File: src/rtl/cdc_handshake_tx_if.sv
// Launch-side bundle of the two-phase toggle CDC handshake.
// master is the launching block's view; slave is the requester/destination view.
interface cdc_handshake_tx_if #(
  parameter int BUS_WIDTH = 8
);
  logic [BUS_WIDTH-1:0] DATA_IN;
  logic                 DATA_VALID;
  logic                 READY;
  logic [BUS_WIDTH-1:0] TX_DATA;
  logic                 TX_REQ;
  logic                 ACK_ASYNC;
  logic                 DONE;
  logic                 ERR;
  logic                 ERR_CLR;

  modport master (
    input  DATA_IN, DATA_VALID, ACK_ASYNC, ERR_CLR,
    output READY, TX_DATA, TX_REQ, DONE, ERR
  );

  modport slave (
    output DATA_IN, DATA_VALID, ACK_ASYNC, ERR_CLR,
    input  READY, TX_DATA, TX_REQ, DONE, ERR
  );
endinterface

File: src/rtl/cdc_handshake_tx.sv
// Source end of a two-phase toggle CDC: holds a word on TX_DATA, toggles TX_REQ,
// and waits for the destination's toggled acknowledge through a flop synchronizer.
module cdc_handshake_tx #(
  parameter int BUS_WIDTH  = 8,
  parameter int NUM_STAGES = 2
) (
  input  logic                  CLK,
  input  logic                  RST,
  cdc_handshake_tx_if.master    bus
);

  localparam logic [0:0] IDLE     = 1'b0;
  localparam logic [0:0] WAIT_ACK = 1'b1;

  logic [0:0]            state_q;
  logic [BUS_WIDTH-1:0]  tx_data_q;
  logic                  tx_req_q;
  logic                  ready_q;
  logic                  done_q;
  logic                  err_q;
  logic [NUM_STAGES-1:0] ack_sync_q;
  logic                  ack_sync;
  logic                  err_set;

  // Stage 0 is the only flop that sees ACK_ASYNC; it may go metastable and the
  // remaining stages give it time to resolve before the FSM looks at it.
  always_ff @(posedge CLK or negedge RST) begin
    if (!RST) begin
      ack_sync_q <= '0;
    end else begin
      ack_sync_q[0] <= bus.ACK_ASYNC;
      for (int i = 1; i < NUM_STAGES; i++) begin
        ack_sync_q[i] <= ack_sync_q[i-1];
      end
    end
  end

  assign ack_sync = ack_sync_q[NUM_STAGES-1];

  // An acknowledge level that disagrees with the request while idle means the
  // destination toggled without a pending request.
  assign err_set = (state_q == IDLE) && (ack_sync != tx_req_q);

  // NOTE: all state is updated with non-blocking assignments so every flop
  // samples pre-edge values, independent of statement order.
  always_ff @(posedge CLK or negedge RST) begin
    if (!RST) begin
      state_q   <= IDLE;
      tx_data_q <= '0;
      tx_req_q  <= 1'b0;
      ready_q   <= 1'b1;
      done_q    <= 1'b0;
    end else begin
      done_q <= 1'b0;
      if (state_q == IDLE) begin
        if (bus.DATA_VALID) begin
          // Data and request launch on the same edge, so TX_DATA is never
          // younger than the request edge the destination qualifies it with.
          tx_data_q <= bus.DATA_IN;
          tx_req_q  <= ~tx_req_q;
          ready_q   <= 1'b0;
          state_q   <= WAIT_ACK;
        end
      end else begin
        if (ack_sync == tx_req_q) begin
          done_q  <= 1'b1;
          ready_q <= 1'b1;
          state_q <= IDLE;
        end
      end
    end
  end

  always_ff @(posedge CLK or negedge RST) begin
    if (!RST) begin
      err_q <= 1'b0;
    end else if (err_set) begin
      err_q <= 1'b1;
    end else if (bus.ERR_CLR) begin
      err_q <= 1'b0;
    end
  end

  assign bus.READY   = ready_q;
  assign bus.TX_DATA = tx_data_q;
  assign bus.TX_REQ  = tx_req_q;
  assign bus.DONE    = done_q;
  assign bus.ERR     = err_q;

endmodule
File: src/flat_wrapper.sv
// flat-port wrapper written by rule: the top's interface ports become plain ports
module cdc_handshake_tx_flat 
#(
  parameter int BUS_WIDTH  = 8,
  parameter int NUM_STAGES = 2
)
  (CLK, RST, bus_DATA_IN, bus_DATA_VALID, bus_ACK_ASYNC, bus_ERR_CLR, bus_READY, bus_TX_DATA, bus_TX_REQ, bus_DONE, bus_ERR);
  cdc_handshake_tx_if #(.BUS_WIDTH(BUS_WIDTH)) bus_i ();
  input  logic CLK;
  input  logic RST;
  input wire logic [$bits(bus_i.DATA_IN)-1:0] bus_DATA_IN;
  input wire logic [$bits(bus_i.DATA_VALID)-1:0] bus_DATA_VALID;
  input wire logic [$bits(bus_i.ACK_ASYNC)-1:0] bus_ACK_ASYNC;
  input wire logic [$bits(bus_i.ERR_CLR)-1:0] bus_ERR_CLR;
  output wire logic [$bits(bus_i.READY)-1:0] bus_READY;
  output wire logic [$bits(bus_i.TX_DATA)-1:0] bus_TX_DATA;
  output wire logic [$bits(bus_i.TX_REQ)-1:0] bus_TX_REQ;
  output wire logic [$bits(bus_i.DONE)-1:0] bus_DONE;
  output wire logic [$bits(bus_i.ERR)-1:0] bus_ERR;
  assign bus_i.DATA_IN = bus_DATA_IN;
  assign bus_i.DATA_VALID = bus_DATA_VALID;
  assign bus_i.ACK_ASYNC = bus_ACK_ASYNC;
  assign bus_i.ERR_CLR = bus_ERR_CLR;
  assign bus_READY = bus_i.READY;
  assign bus_TX_DATA = bus_i.TX_DATA;
  assign bus_TX_REQ = bus_i.TX_REQ;
  assign bus_DONE = bus_i.DONE;
  assign bus_ERR = bus_i.ERR;
  cdc_handshake_tx #(.BUS_WIDTH(BUS_WIDTH), .NUM_STAGES(NUM_STAGES)) u_core (.CLK(CLK), .RST(RST), .bus(bus_i));
endmodule
File: config.mk
export PLATFORM = sky130hd
export DESIGN_NAME = cdc_handshake_tx_flat
export DESIGN_NICKNAME = d
export VERILOG_FILES = /design/src/rtl/cdc_handshake_tx_if.sv /design/src/rtl/cdc_handshake_tx.sv /design/src/flat_wrapper.sv
export SDC_FILE = /design/constraint.sdc
export NUM_CORES = 1
export LEC_CHECK = 0
export CAP_MARGIN = 25
export CELL_PAD_IN_SITES_DETAIL_PLACEMENT = 0
export CELL_PAD_IN_SITES_GLOBAL_PLACEMENT = 1
export CORE_UTILIZATION = 30
export CTS_BUF_LIST = sky130_fd_sc_hd__clkbuf_2 sky130_fd_sc_hd__clkbuf_4 sky130_fd_sc_hd__clkbuf_8
export DETAILED_ROUTE_END_ITERATION = 10
export GPL_TIMING_DRIVEN = 0
export PLACE_DENSITY = 0.86
export SLEW_MARGIN = 5
export SYNTH_ARGS = -nofsm -noshare
export SYNTH_HDL_FRONTEND = slang
export SYNTH_SLANG_ARGS = --single-unit
File: constraint.sdc
create_clock -name CLK -period 1 [get_ports CLK]
set_input_delay 0.2 -clock CLK [delete_from_list [all_inputs] [get_ports CLK]]
set_output_delay 0.2 -clock CLK [all_outputs]
set_load 0.02 [all_outputs]
# Yosys cells after proc, flatten, opt, wreduce, memory -nomap -nowiden
# Cells that the tools add are included.
# totals
ff_bits,15
word_cells,27
inputBits,13
# op_classes
eq_ne,3
reduce_logical,5
muxes,10
bitwise,2
# ops
op,count
1-bit two-way mux,10
2-bit AND reduction,2
2-bit nonzero test,2
2-bit inequality test (second input constant),1
1-bit inverter,2
1-bit equality test,1
1-bit logical AND,1
1-bit inequality test,1

# Logic depth before layout (Yosys ltp)
# logic_depth
word_depth,3
mapped_depth,3
ltp_nobuf,2

# Least setup slack after synthesis
# No wires, ideal clock.
# synth_path
path_kind,register to register
start,register u_core.state_q
end,register u_core.tx_data_q[0] (netlist: u_core.bus.TX_DATA[0])
stages_incl_launch_ff,4
t_arrival_ns,0.985
path_slack_ns,-0.110
path_buffers,1
path_cell_list,dfrtp_1 -> nor2b_2 -> buf_6 -> mux2_4
# synth_between
elab_chain_cells,2
# synth_rtl
item,line_no,source
"start, declared",cdc_handshake_tx.sv:15,logic [0:0] state_q;
"start signal, assigned",cdc_handshake_tx.sv:48,state_q <= IDLE;
"start signal, assigned",cdc_handshake_tx.sv:62,state_q <= WAIT_ACK;
"start signal, assigned",cdc_handshake_tx.sv:68,state_q <= IDLE;
1-bit inverter (no line),n/a,
2-bit AND reduction (no line),n/a,
"end signal, assigned",cdc_handshake_tx.sv:59,tx_data_q <= bus.DATA_IN;
"end, declared",cdc_handshake_tx.sv:16,logic [BUS_WIDTH-1:0] tx_data_q;
# Every way passes these cells.
# A chain may end at the register's enable or synchronous reset.

# Worst setup path after layout
# layout_path
start,register u_core.ready_q (netlist: u_core.bus.READY)
end,output bus_READY
# layout_lines
item,line_no,source
"start, declared",cdc_handshake_tx.sv:18,logic ready_q;
"start signal, assigned",cdc_handshake_tx.sv:51,ready_q <= 1'b1;
"start signal, assigned",cdc_handshake_tx.sv:61,ready_q <= 1'b0;
"start signal, assigned",cdc_handshake_tx.sv:67,ready_q <= 1'b1;
"end, declared",flat_wrapper.sv:15,output wire logic [$bits(bus_i.READY)-1:0] bus_READY;
# No word-level cell between the ends.

==> metrics.txt <==
# TYPE chip_impl_metric gauge
chip_impl_info{name="cpMaxStageDelayCell",value="sky130_fd_sc_hd__dfstp_2"} 1
chip_impl_metric{name="post_synthesis_sequential_area_ratio",unit="%"} 64.45
chip_impl_metric{name="fin_ws",unit="ps"} -150.8
chip_impl_metric{name="synthDistinctLibCells",unit=""} 14
chip_impl_metric{name="vias",unit=""} 403
chip_impl_metric{name="switching_share",unit="%"} 32.93
chip_impl_metric{name="power_frac_seq",unit="%"} 32.7
chip_impl_metric{name="critical_path.max_stage_delay",unit="ps"} 550
chip_impl_metric{name="antenna_found_initial",unit=""} 0
chip_impl_metric{name="post-route-min-period",unit="ps"} 1151
chip_impl_metric{name="critical_path_buf_inv_count",unit=""} 1
chip_impl_metric{name="ir_drop",unit="mV"} 1.586
chip_impl_metric{name="timing_max_transition_violations_final",unit=""} 0
chip_impl_metric{name="first_pass_grt_wire_length",unit="mm"} 1.607
chip_impl_metric{name="final_antenna_net_count",unit=""} 0
chip_impl_metric{name="totalWireLength",unit="mm"} 1.155
chip_impl_metric{name="placement.io_buffers",unit=""} 24
chip_impl_info{name="critPathCaptureType",value="primary output"} 1
chip_impl_metric{name="clock_latency",unit="ps"} 280
chip_impl_metric{name="num-fill-cells",unit=""} 146
chip_impl_metric{name="cts_inserted_buffers",unit=""} 3
chip_impl_metric{name="clock.fmax",unit="MHz"} 868.9
chip_impl_metric{name="post_synthesis_instance_area",unit="um2"} 584.3
chip_impl_info{name="timing_worst_setup_path_type",value="reg2out"} 1
chip_impl_metric{name="p_sw",unit="mW"} 1.101
chip_impl_metric{name="die_y",unit="um"} 46.13
chip_impl_metric{name="htree_num_levels",unit=""} 1
chip_impl_metric{name="gr-usage-all-layers",unit="%"} 11.73
chip_impl_metric{name="reg2reg_depth",unit=""} 3
chip_impl_metric{name="drt-wirelength-per-cell",unit="um"} 11.91
chip_impl_metric{name="postSynthRegisterBits",unit=""} 15
chip_impl_info{name="worstHoldPathType",value="in2async"} 1
chip_impl_info{name="run_status",value="finished with violations"} 1
chip_impl_metric{name="instance_count_of_the_mapped_netlist",unit=""} 35
chip_impl_metric{name="worst_ep_arrival_time",unit="ps"} 950
chip_impl_info{name="failed_checks",value="setup timing"} 1
chip_impl_metric{name="maxCapViolations",unit=""} 0
chip_impl_metric{name="drc",unit=""} 0
chip_impl_metric{name="vias_per_cell",unit=""} 4.155
chip_impl_info{name="startpoint_type",value="register"} 1
chip_impl_metric{name="worst_slew_pin_slew",unit="ps"} 646.0
chip_impl_info{name="crit_path_start",value="u_core.bus.READY"} 1
chip_impl_metric{name="grt_max_degree",unit=""} 16
chip_impl_metric{name="core-area",unit="um2"} 1783
chip_impl_metric{name="drt-initial-drc-count",unit=""} 2
chip_impl_metric{name="drive_above_1_share",unit="%"} 59.72
chip_impl_metric{name="initial_core_util",unit="%"} 32.77
chip_impl_metric{name="pwr-share-clk",unit="%"} 11.2
chip_impl_info{name="crit_path_cell_trace",value="buf_6"} 1
chip_impl_metric{name="die_w",unit="um"} 46.13
chip_impl_metric{name="ctsHoldBuffers",unit=""} 0
chip_impl_metric{name="synthesis.nets",unit=""} 48
chip_impl_metric{name="clock_tree.buffer_depth",unit=""} 2
chip_impl_metric{name="setup_viol",unit=""} 20
chip_impl_metric{name="gpl.final_weighted_congestion",unit=""} 0.5857
chip_impl_metric{name="ios",unit=""} 25
chip_impl_metric{name="comb_power_share",unit="%"} 56.1
chip_impl_metric{name="site_row_count",unit=""} 15
chip_impl_metric{name="clk_pin_slew_worst_paths",unit="ps"} 90
chip_impl_metric{name="worst_clock_skew",unit="ps"} 4.331
chip_impl_info{name="rsz_0062_raised_after_global_routing",value="yes"} 1
chip_impl_metric{name="power.density",unit="nW/um2"} 3286
chip_impl_metric{name="dieArea",unit="um2"} 2128
chip_impl_metric{name="cp_data_required_time",unit="ps"} 800
chip_impl_metric{name="post-route-util",unit="%"} 57.05
chip_impl_metric{name="detail_route.first_pass.iterations",unit=""} 3
chip_impl_metric{name="internal_power",unit="mW"} 2.242
chip_impl_info{name="endpoint_of_the_most_critical_register_to_register_path",value="u_core.bus.TX_DATA[1]"} 1
chip_impl_metric{name="timing.critical_path.fanout_max",unit=""} 3
chip_impl_info{name="clk_root_buffer_cell",value="sky130_fd_sc_hd__clkbuf_4"} 1
chip_impl_metric{name="final_net_count",unit=""} 86
chip_impl_info{name="cpLargestDelayFamily",value="flip-flops"} 1
chip_impl_metric{name="ff2ff_setup_slack",unit="ps"} -140
chip_impl_metric{name="ys.warnings.count",unit=""} 0
chip_impl_metric{name="clock_sink_count",unit=""} 15
chip_impl_info{name="regToRegStartpoint",value="u_core.state_q"} 1
chip_impl_metric{name="finalHoldViolCount",unit=""} 0
chip_impl_metric{name="syn_to_layout_area_delta",unit="%"} 74.09
chip_impl_metric{name="avgSynthCellArea",unit="um2"} 16.69
chip_impl_metric{name="first_global_vias",unit=""} 391
chip_impl_metric{name="hpwl_after_dpl",unit="um"} 707.5
chip_impl_metric{name="global_route.overflow_total",unit=""} 0
chip_impl_metric{name="worst_slack_on_hold_paths",unit="ps"} 306.6
chip_impl_metric{name="diodes",unit=""} 0
chip_impl_metric{name="timing.final.crit_share",unit="%"} 115.1
chip_impl_metric{name="timing.slew.headroom",unit="%"} 56.80
chip_impl_info{name="cts_tree",value="done"} 1
chip_impl_metric{name="leakage",unit="nW"} 0.4719
[area by class of cell]
cell class,instances,area [um2],area share [%]
clock buffers,4,30.03,2.952
repair buffers,33,336.6,33.09
plain buffers,1,11.26,1.107
flip-flops and latches,15,379.1,37.27
well taps,25,31.28,3.075
multi-input cells,18,225.2,22.14
inverters,1,3.754,0.3690
[cell usage after synthesis]
cell / instances / area share (%)
sky130_fd_sc_hd__nor2b_2: 1 / 1.5
sky130_fd_sc_hd__mux2_4: 8 / 21
sky130_fd_sc_hd__nor2_1: 1 / 0.64
sky130_fd_sc_hd__inv_1: 1 / 0.64
sky130_fd_sc_hd__dfrtp_1: 14 / 60
sky130_fd_sc_hd__dfstp_2: 1 / 4.5
sky130_fd_sc_hd__a211o_2: 1 / 1.7
sky130_fd_sc_hd__xnor2_1: 1 / 1.5
sky130_fd_sc_hd__o22ai_1: 1 / 1.1
sky130_fd_sc_hd__buf_6: 1 / 1.9
sky130_fd_sc_hd__xor2_1: 1 / 1.5
sky130_fd_sc_hd__nor2b_1: 1 / 1.1
sky130_fd_sc_hd__and2_2: 2 / 2.6
sky130_fd_sc_hd__a21oi_1: 1 / 0.86
[flip-flops by register name, indices dropped and copies added, names as in the netlist]
register            cells
u_core.bus.TX_DATA      8
u_core.bus.TX_REQ       1
u_core.state_q          1
u_core.bus.ERR          1
u_core.bus.DONE         1
u_core.ack_sync_q       2
u_core.bus.READY        1
[logic make-up after synthesis]
family / count (synthesis) / share of synthesized area (%)
xor gates and xnor gates: 2 / 2.998
AOI/OAI and AO/OA: 3 / 3.640
buffers and inverters: 2 / 2.569
and+or+nand+nor: 5 / 5.781
muxes: 8 / 20.56
DFF: 15 / 64.46
[cell usage in the layout, fill, tap and decap left out]
cell                              count
sky130_fd_sc_hd__and2_4               1
sky130_fd_sc_hd__a21oi_1              1
sky130_fd_sc_hd__buf_4                5
sky130_fd_sc_hd__clkdlybuf4s50_1     11
sky130_fd_sc_hd__and2_2               1
sky130_fd_sc_hd__xnor2_4              1
sky130_fd_sc_hd__a211o_2              1
sky130_fd_sc_hd__clkbuf_4             4
sky130_fd_sc_hd__inv_1                1
sky130_fd_sc_hd__dfrtp_1             12
sky130_fd_sc_hd__mux2_4               8
sky130_fd_sc_hd__xor2_2               1
sky130_fd_sc_hd__o22ai_1              1
sky130_fd_sc_hd__nor2b_1              1
sky130_fd_sc_hd__dfstp_2              1
sky130_fd_sc_hd__dlygate4sd2_1        1
sky130_fd_sc_hd__buf_6               17
sky130_fd_sc_hd__nor2_1               1
sky130_fd_sc_hd__dfrtp_2              2
sky130_fd_sc_hd__nor2b_4              1
[through the flow]
| stage | setup WS, ps | TNS [ps] | power, mW | instance area [um2] | instances |
|---|---|---|---|---|---|
| 2_1_floorplan | -109.6 | -877.1 | 1.888 | 593.1 | 35 |
| 3_3_place_gp | -472.5 | -6891 | 2.477 | 864.6 | 84 |
| 3_5_place_dp | -470.2 | -7210 | 2.495 | 864.6 | 84 |
| 4_1_cts | -161.6 | -1501 | 3.266 | 993.5 | 96 |
| 5_1_grt | -194.4 | -2007 | 3.511 | 1017 | 97 |
| 6_report | -150.8 | -1363 | 3.343 | 1017 | 97 |
[power groups by stage]
stage	Sequential (mW)	Clock, mW	Combinational (mW)
after floorplan	1.37	0	0.521
after global placement	1.07	0	1.41
after detailed placement	1.07	0	1.42
after CTS	1.08	0.390	1.80
after global routing	1.12	0.411	1.98
final	1.09	0.374	1.88
[routing by layer]
layer | wire [um] | GRT usage [%] | vias to the layer above | share of wire (%)
li1 | - | - | 190 | -
met1 | 446 | 12.13 | 199 | 39
met2 | 630 | 18.87 | 10 | 55
met3 | 46 | 3.529 | 4 | 4.0
met4 | 31 | 10.59 | 0 | 2.7
met5 | 0 | 0 | - | 0
[what timing repair did]
action,in CTS,in global routing
pin swaps,1,0
cloned,1,0
setup buffers,7,1
setup endpoints to repair,21,23
resized for setup,79,4
[worst max path at each step]
stage / slack [ps] / endpoint / cells after the start
3_5_place_dp: -470 / u_core.bus.TX_DATA[6] / 4
3_3_place_gp: -470 / u_core.bus.TX_DATA[7] / 4
6_report: -150 / bus_READY / 1
4_1_cts: -160 / bus_READY / 1
2_1_floorplan: -110 / u_core.bus.TX_DATA[0] / 3
5_1_grt: -190 / bus_READY / 1
(Power assumes the default switching activity.)
